$ cat src/rtl/qpsk_link_pkg.sv
// Shared types and helpers for the QPSK link phase-scan supervisor.
// Scan state encoding, default symbol geometry, saturating add and popcount.
package qpsk_link_pkg;

    localparam int LPS_UPSAMPLE = 4;
    localparam int LPS_PHASE_W  = 2;

    typedef enum logic [2:0] {
        ST_IDLE    = 3'd0,
        ST_SETTLE  = 3'd1,
        ST_MEASURE = 3'd2,
        ST_DECIDE  = 3'd3,
        ST_APPLY   = 3'd4,
        ST_LOCK    = 3'd5
    } lps_state_e;

    // Adds two counts and clamps the result at max_v.
    function automatic logic [31:0] sat_add(input logic [31:0] a,
                                            input logic [31:0] b,
                                            input logic [31:0] max_v);
        logic [32:0] sum_s;
        sum_s = {1'b0, a} + {1'b0, b};
        if (sum_s > {1'b0, max_v}) begin
            sat_add = max_v;
        end else begin
            sat_add = sum_s[31:0];
        end
    endfunction

    function automatic logic [5:0] popcount32(input logic [31:0] v);
        logic [5:0] n_s;
        n_s = 6'd0;
        for (int i = 0; i < 32; i++) begin
            n_s = n_s + {5'd0, v[i]};
        end
        return n_s;
    endfunction

endpackage

$ cat src/rtl/link_err_acc.sv
// Bit-error accumulator: counts mismatching bits between two NCH-wide words
// on each enabled clock, saturating at the all-ones count; clear wins over enable.
module link_err_acc
    import qpsk_link_pkg::*;
#(
    parameter int NCH   = 2,
    parameter int CNT_W = 16
) (
    input  logic             clk,
    input  logic             rst,
    input  logic             i_clr,
    input  logic             i_en,
    input  logic [NCH-1:0]   i_a,
    input  logic [NCH-1:0]   i_b,
    output logic [CNT_W-1:0] o_cnt
);

    localparam logic [CNT_W-1:0] CNT_MAX = '1;

    // Saturating error count register.
    always_ff @(posedge clk or negedge rst) begin
        if (!rst) begin
            o_cnt <= '0;
        end else if (i_clr) begin
            o_cnt <= '0;
        end else if (i_en) begin
            o_cnt <= CNT_W'(sat_add(32'(o_cnt),
                                    32'(popcount32(32'(i_a ^ i_b))),
                                    32'(CNT_MAX)));
        end
    end

endmodule

$ cat src/rtl/link_phase_scan.sv
// Receive-phase search and BER supervisor: scans every rx phase, locks on the
// lowest-error one, then keeps error/bit counters. PHASE_SCAN_RESCAN_EN enables auto-rescan.
module link_phase_scan
    import qpsk_link_pkg::*;
#(
    parameter int UPSAMPLE  = LPS_UPSAMPLE,
    parameter int PHASE_W   = LPS_PHASE_W,
    parameter int NCH       = 2,
    parameter int ALIGN_DLY = 0,
    parameter int SETTLE    = 64,
    parameter int WINDOW    = 1024,
    parameter int CNT_W     = 16
) (
    input  logic               clk,
    input  logic               rst,
    input  logic               i_start,
    input  logic [NCH-1:0]     i_sx,
    input  logic [NCH-1:0]     i_dx,
    output logic               o_enable_sym,
    output logic [PHASE_W-1:0] o_phase,
    output logic               o_enable_rx,
    output logic               o_busy,
    output logic               o_locked,
    output logic [CNT_W-1:0]   o_best_err,
    output logic [CNT_W-1:0]   o_err_cnt,
    output logic [CNT_W-1:0]   o_bit_cnt,
    output logic               o_error_flag
);

    localparam int MAX_SW = (SETTLE > WINDOW) ? SETTLE : WINDOW;
    localparam int SCNT_W = $clog2(MAX_SW + 1);
    localparam int ERR_W  = $clog2(NCH + 1);
    localparam logic [SCNT_W-1:0]  SETTLE_LAST = SCNT_W'(SETTLE - 1);
    localparam logic [SCNT_W-1:0]  WIN_LAST    = SCNT_W'(WINDOW - 1);
    localparam logic [PHASE_W-1:0] LAST_PHASE  = PHASE_W'(UPSAMPLE - 1);
    localparam logic [CNT_W-1:0]   CNT_MAX     = '1;

    lps_state_e         state_r;
    logic [PHASE_W-1:0] sym_div_r;
    logic [SCNT_W-1:0]  cnt_r;
    logic [CNT_W-1:0]   best_err_r;
    logic [PHASE_W-1:0] best_phase_r;
    logic [NCH-1:0]     sx_dly_s;
    logic [ERR_W-1:0]   err_n_s;
    logic [CNT_W-1:0]   win_err_s;
    logic               better_s;
    logic               win_clr_s;
    logic               win_en_s;
    logic               lock_enter_s;
    logic               lock_en_s;
    logic               rescan_s;
    logic               restart_s;
    logic               start_s;

    // Symbol divider; the strobe is registered so it lands on counter wrap.
    always_ff @(posedge clk or negedge rst) begin
        if (!rst) begin
            sym_div_r    <= '0;
            o_enable_sym <= 1'b0;
        end else begin
            o_enable_sym <= (sym_div_r == LAST_PHASE);
            if (sym_div_r == LAST_PHASE) begin
                sym_div_r <= '0;
            end else begin
                sym_div_r <= sym_div_r + PHASE_W'(1);
            end
        end
    end

    // Reference alignment: ALIGN_DLY symbols of strobe-clocked delay on i_sx.
    generate
        if (ALIGN_DLY == 0) begin : g_nodly
            assign sx_dly_s = i_sx;
        end else begin : g_dly
            logic [NCH-1:0] dly_r [ALIGN_DLY];

            // Shift the reference one stage per symbol strobe.
            always_ff @(posedge clk or negedge rst) begin
                if (!rst) begin
                    for (int i = 0; i < ALIGN_DLY; i++) begin
                        dly_r[i] <= '0;
                    end
                end else if (o_enable_sym) begin
                    dly_r[0] <= i_sx;
                    for (int i = 1; i < ALIGN_DLY; i++) begin
                        dly_r[i] <= dly_r[i-1];
                    end
                end
            end

            assign sx_dly_s = dly_r[ALIGN_DLY-1];
        end
    endgenerate

    assign err_n_s  = ERR_W'(popcount32(32'(i_dx ^ sx_dly_s)));
    assign better_s = (win_err_s < best_err_r);

    // Accumulator control and scan (re)start qualification.
    always_comb begin
        win_clr_s    = (state_r == ST_SETTLE);
        win_en_s     = (state_r == ST_MEASURE) && o_enable_sym;
        lock_enter_s = (state_r == ST_APPLY) && o_enable_sym && (cnt_r == SETTLE_LAST);
        restart_s    = (state_r == ST_LOCK) && (i_start || rescan_s);
        lock_en_s    = (state_r == ST_LOCK) && o_enable_sym && !restart_s;
        start_s      = ((state_r == ST_IDLE) && i_start) || restart_s;
    end

    link_err_acc #(.NCH(NCH), .CNT_W(CNT_W)) u_win_acc (
        .clk   (clk),
        .rst   (rst),
        .i_clr (win_clr_s),
        .i_en  (win_en_s),
        .i_a   (i_dx),
        .i_b   (sx_dly_s),
        .o_cnt (win_err_s)
    );

    link_err_acc #(.NCH(NCH), .CNT_W(CNT_W)) u_lock_acc (
        .clk   (clk),
        .rst   (rst),
        .i_clr (lock_enter_s),
        .i_en  (lock_en_s),
        .i_a   (i_dx),
        .i_b   (sx_dly_s),
        .o_cnt (o_err_cnt)
    );

`ifdef PHASE_SCAN_RESCAN_EN
    localparam int RESCAN_THR = WINDOW / 64;

    logic [SCNT_W-1:0] blk_cnt_r;
    logic [CNT_W-1:0]  blk_err_r;
    logic [CNT_W-1:0]  blk_sum_s;

    assign blk_sum_s = CNT_W'(sat_add(32'(blk_err_r), 32'(err_n_s), 32'(CNT_MAX)));
    assign rescan_s  = (state_r == ST_LOCK) && o_enable_sym && (blk_cnt_r == WIN_LAST)
                       && (32'(blk_sum_s) > 32'(RESCAN_THR));

    // Per-block error tally while locked; a block ends every WINDOW symbols.
    always_ff @(posedge clk or negedge rst) begin
        if (!rst) begin
            blk_cnt_r <= '0;
            blk_err_r <= '0;
        end else if (state_r != ST_LOCK) begin
            blk_cnt_r <= '0;
            blk_err_r <= '0;
        end else if (o_enable_sym) begin
            if (blk_cnt_r == WIN_LAST) begin
                blk_cnt_r <= '0;
                blk_err_r <= '0;
            end else begin
                blk_cnt_r <= blk_cnt_r + SCNT_W'(1);
                blk_err_r <= blk_sum_s;
            end
        end
    end
`else
    assign rescan_s = 1'b0;
`endif

    // Scan FSM with registered status outputs.
    always_ff @(posedge clk or negedge rst) begin
        if (!rst) begin
            state_r      <= ST_IDLE;
            cnt_r        <= '0;
            best_err_r   <= '1;
            best_phase_r <= '0;
            o_phase      <= '0;
            o_enable_rx  <= 1'b0;
            o_busy       <= 1'b0;
            o_locked     <= 1'b0;
            o_best_err   <= '0;
            o_bit_cnt    <= '0;
            o_error_flag <= 1'b0;
        end else if (start_s) begin
            state_r      <= ST_SETTLE;
            cnt_r        <= '0;
            best_err_r   <= '1;
            best_phase_r <= '0;
            o_phase      <= '0;
            o_enable_rx  <= 1'b1;
            o_busy       <= 1'b1;
            o_locked     <= 1'b0;
        end else begin
            case (state_r)
                ST_IDLE: begin
                    cnt_r <= '0;
                end
                ST_SETTLE: begin
                    if (o_enable_sym) begin
                        if (cnt_r == SETTLE_LAST) begin
                            cnt_r   <= '0;
                            state_r <= ST_MEASURE;
                        end else begin
                            cnt_r <= cnt_r + SCNT_W'(1);
                        end
                    end
                end
                ST_MEASURE: begin
                    if (o_enable_sym) begin
                        if (cnt_r == WIN_LAST) begin
                            cnt_r   <= '0;
                            state_r <= ST_DECIDE;
                        end else begin
                            cnt_r <= cnt_r + SCNT_W'(1);
                        end
                    end
                end
                ST_DECIDE: begin
                    // Strict compare keeps the lowest phase on ties.
                    if (better_s) begin
                        best_err_r   <= win_err_s;
                        best_phase_r <= o_phase;
                    end
                    cnt_r <= '0;
                    if (o_phase == LAST_PHASE) begin
                        state_r    <= ST_APPLY;
                        o_phase    <= better_s ? o_phase : best_phase_r;
                        o_best_err <= better_s ? win_err_s : best_err_r;
                    end else begin
                        state_r <= ST_SETTLE;
                        o_phase <= o_phase + PHASE_W'(1);
                    end
                end
                ST_APPLY: begin
                    if (lock_enter_s) begin
                        cnt_r        <= '0;
                        state_r      <= ST_LOCK;
                        o_busy       <= 1'b0;
                        o_locked     <= 1'b1;
                        o_bit_cnt    <= '0;
                        o_error_flag <= 1'b0;
                    end else if (o_enable_sym) begin
                        cnt_r <= cnt_r + SCNT_W'(1);
                    end
                end
                ST_LOCK: begin
                    if (lock_en_s) begin
                        o_bit_cnt <= CNT_W'(sat_add(32'(o_bit_cnt), 32'(NCH), 32'(CNT_MAX)));
                        if (err_n_s != '0) begin
                            o_error_flag <= 1'b1;
                        end
                    end
                end
                default: begin
                    state_r <= ST_IDLE;
                end
            endcase
        end
    end

endmodule

$ cat config.mk
export PLATFORM = sky130hd
export DESIGN_NAME = link_phase_scan
export DESIGN_NICKNAME = d
export VERILOG_FILES = /design/src/rtl/qpsk_link_pkg.sv /design/src/rtl/link_err_acc.sv /design/src/rtl/link_phase_scan.sv
export SDC_FILE = /design/constraint.sdc
export NUM_CORES = 1
export LEC_CHECK = 0
export ABC_AREA = 0
export BUFFER_PORTS_ARGS = -buffer_cell sky130_fd_sc_hd__buf_2
export CORE_MARGIN = 4
export CORE_UTILIZATION = 65
export CTS_BUF_LIST = sky130_fd_sc_hd__clkbuf_2
export CTS_CLUSTER_SIZE = 10
export DETAILED_ROUTE_END_ITERATION = 6
export HOLD_SLACK_MARGIN = 0.06
export PLACE_DENSITY = 0.92
export SYNTH_ARGS = -nofsm -noshare
export SYNTH_HDL_FRONTEND = slang
export SYNTH_HIERARCHICAL = 1
export SYNTH_SLANG_ARGS = --single-unit
export TNS_END_PERCENT = 30
$ cat constraint.sdc
create_clock -name clk -period 3.9 [get_ports clk]
set_input_delay 0.78 -clock clk [delete_from_list [all_inputs] [get_ports clk]]
set_output_delay 0.78 -clock clk [all_outputs]
set_load 0.03 [all_outputs]
==> flow_metrics.tcl <==
set metrics [dict create \
    status "completed" \
    start_util_pct 68.0 \
    cts.clk_slew.worst_paths_ns 0.28 \
    synth_nets 711 \
    final_common_cell "dfrtp_1" \
    cts_hold_buf 0 \
    yosysUniqueCellTypes 76 \
    dieHeight_um 107 \
    synth_edf_count 0 \
    finClkSkew_ns 0.0360 \
    cts-resized-gates 0 \
    cts_made_buffers 9 \
    ys.warnings.count 6 \
    diodes 0 \
    ys_seq_elements 105 \
    track_usage_pct 27.0 \
    viasPerCell 6.65 \
    hold_viol 0 \
    grt_start_max_net_pins 69 \
    worstSkewPairLatency_ns 0.62 \
    grt_pass1_wl_um 25200 \
    placed_area_um2 6690 \
    coreArea_um2 9420 \
    dr.pass1.iters 5 \
    synth_area_per_cell_um2 9.47 \
    layout_min_cycle_time_ns 2.98 \
    layout.nets 753 \
    synthFlopType "dfrtp_1" \
    crit_path_end_kind "register" \
    routed-wl-met3_um 1220 \
    hold_class "in -> async" \
    tns_ns 0 \
    wl_per_cell_um 17.4 \
    htree_num_levels 3 \
    r2r_cells 8 \
    cp_data_required_time_ns 4.45 \
    rsz0062_at_grt "no" \
    synthArstFlopShare_pct 100 \
    die_w_um 107 \
    peakVddDrop_v 0.000244 \
    port_buffers 61 \
    slew_headroom_pct 16.3 \
    power.density_nw_per_um2 426 \
    antenna_found_initial 0 \
    fin_crit_sh_pct 76.4 \
    synthCells 676 \
    drtIter0Drc 480 \
    maxUsedRoutingLayer "met4" \
    clock_sinks 105 \
    fillers 707 \
    post-place-ws_ns 0.773 \
    io_pins 62 \
    cts_setup_buffers 0 \
    dpl.hpwl_um 10200 \
    dieArea_um2 11500 \
    overflow 0 \
    wl_met2_um 7220 \
    final_cell_area_um2 6790 \
    drtAntennaViolNets 0 \
    cap_violations 0 \
    setup_ws_ns 0.921 \
    clock_path_buffers 2 \
    p_leak_nw 2.96 \
    worst-path-max-fanout 18 \
    gp_congestion 0.922 \
    finalSetupViolCount 0 \
    crit_type "reg -> reg" \
    drv_slew 0 \
    cts-root-buf "clkbuf_2" \
    drc 0 \
    tightest_slew_ns 1.25 \
    wl_um 14800 \
    power_mw 2.89 \
    vias 5670 \
    clock.fmax_mhz 336 \
    drt-met1-wl_um 6000 \
    tritoncts "yes" \
    arrival_ns 3.53 \
    first_global_vias 5179 \
    rows 35 \
    yosysSeqAreaShare_pct 41.4 \
    syn2layout_area_growth_pct 6.04 \
    worstSetupStartpointType "register" \
    layout-drive-gt1-share_pct 17.7 \
    syn_area_um2 6400 \
    layout_common_cells "dfrtp_1 (89), buf_2 (60), nand2_1 (57), a21oi_1 (44), nor2_1 (43)" \
]
-- cells in the mapped netlist, types with 4 or more instances --
cell      instances  share of area (%)
nor3_1           19                1.5
xor2_1            4               0.55
nor4_1            4               0.39
nor2_1           43                2.5
nand3_1          32                2.5
a21oi_1          44                3.4
a31oi_1          17                1.7
dfrtp_1          89                 35
o21ai_0          33                2.6
and2_1            7               0.68
o21ai_1          13                1.0
a211oi_2          4               0.78
nor3_2            9                1.4
o21bai_1          6               0.70
nand2_1          57                3.3
ha_1             26                5.1
inv_1            40                2.3
nand2b_1          5               0.49
buf_6             7                1.2
and4_1            7               0.96
a211oi_1         14                1.6
mux2i_1          17                2.7
a311oi_1          4               0.55
buf_2             9               0.70
nor2b_1           8               0.78
and4b_1          11                1.7
o22a_1           16                2.2
o21a_1            4               0.47
nand4b_1          4               0.55
dfstp_2          16                6.6
clkbuf_1         12               0.70
or3_1             4               0.39
o31ai_1           5               0.59
nand4_1          20                2.0
-- per-stage QoR --
| step | util (%) | instances | hold WS, ns |
|---|---|---|---|
| 2_1_floorplan | - | 676 | 0.403 |
| 3_5_place_dp | 71.0 | 836 | 0.422 |
| 6_report | 72.1 | 852 | 0.215 |
| 5_1_grt | 72.1 | 852 | 0.230 |
| 3_3_place_gp | 71.0 | 836 | 0.414 |
| 4_1_cts | 72.1 | 852 | 0.241 |
-- cell families (layout without fill, tap and decap cells) --
family | after synthesis | in the layout | synth area share, %
AO/OA/AOI/OAI | 190 | 190 | 19.7
XOR/XNOR | 7 | 7 | 0.958
adder cells (fa/ha/maj) | 28 | 28 | 5.71
buffers and inverters | 74 | 121 | 5.98
flip-flops | 105 | 105 | 41.4
multiplexers | 17 | 17 | 2.66
AND/OR/NAND/NOR | 255 | 255 | 23.7
-- registers in the layout, summed over array words and instances (netlist names) --
register / cells
o_phase: 2
o_enable_sym: 1
best_phase_r: 2
o_bit_cnt: 16
u_lock_acc/o_cnt: 16
o_error_flag: 1
u_win_acc/o_cnt: 16
o_best_err: 16
state_r: 3
sym_div_r: 2
cnt_r: 11
o_enable_rx: 1
best_err_r: 16
o_locked: 1
o_busy: 1
-- routing by layer --
layer	global-route usage, %	vias to the layer above
li1	-	2596
met1	36.6	2729
met2	42.9	286
met3	6.14	59
met4	9.22	0
met5	0	-
-- where the power goes --
| part | internal (mW) | switching (mW) | leakage, nW |
|---|---|---|---|
| sequential | 1.30 | 0.173 | 1.37 |
| combinational | 0.348 | 0.569 | 1.51 |
| clock | 0.147 | 0.361 | 0.0708 |
-- worst max-delay path, stage by stage, from the launching register on --
cell and delay (ns):
dfstp_2 0.61, inv_1 0.04, ha_1 0.30, nand4_1 0.15, nand2b_1 0.17, or4_1 0.55
o211ai_2 0.17, nand2b_1 0.65, o22a_1 0.24
-- path summary, 6_finish.rpt --
check                                from                 end  slack (ns)
max                        best_err_r[15]      best_err_r[13]        0.92
min                                   rst      o_best_err[15]        0.22
max reg2reg                best_err_r[15]      best_err_r[13]        0.92
min reg2reg                  sym_div_r[0]        sym_div_r[0]        0.44
max in group asynchronous             rst  u_win_acc/o_cnt[4]        2.95
min in group clk             sym_div_r[0]        sym_div_r[0]        0.44
-- layout make-up --
class / instances / area [um2] / share of cell area (%)
multi-input cells: 497 / 3380 / 49.7
repair buffers: 65 / 350 / 5.16
flip-flops and latches: 105 / 2650 / 39.0
well taps: 129 / 161 / 2.38
clock inverters: 5 / 47.5 / 0.700
inverters: 40 / 150 / 2.21
clock buffers: 11 / 55.1 / 0.811
Note: power is estimated with default switching activity, not from simulation.
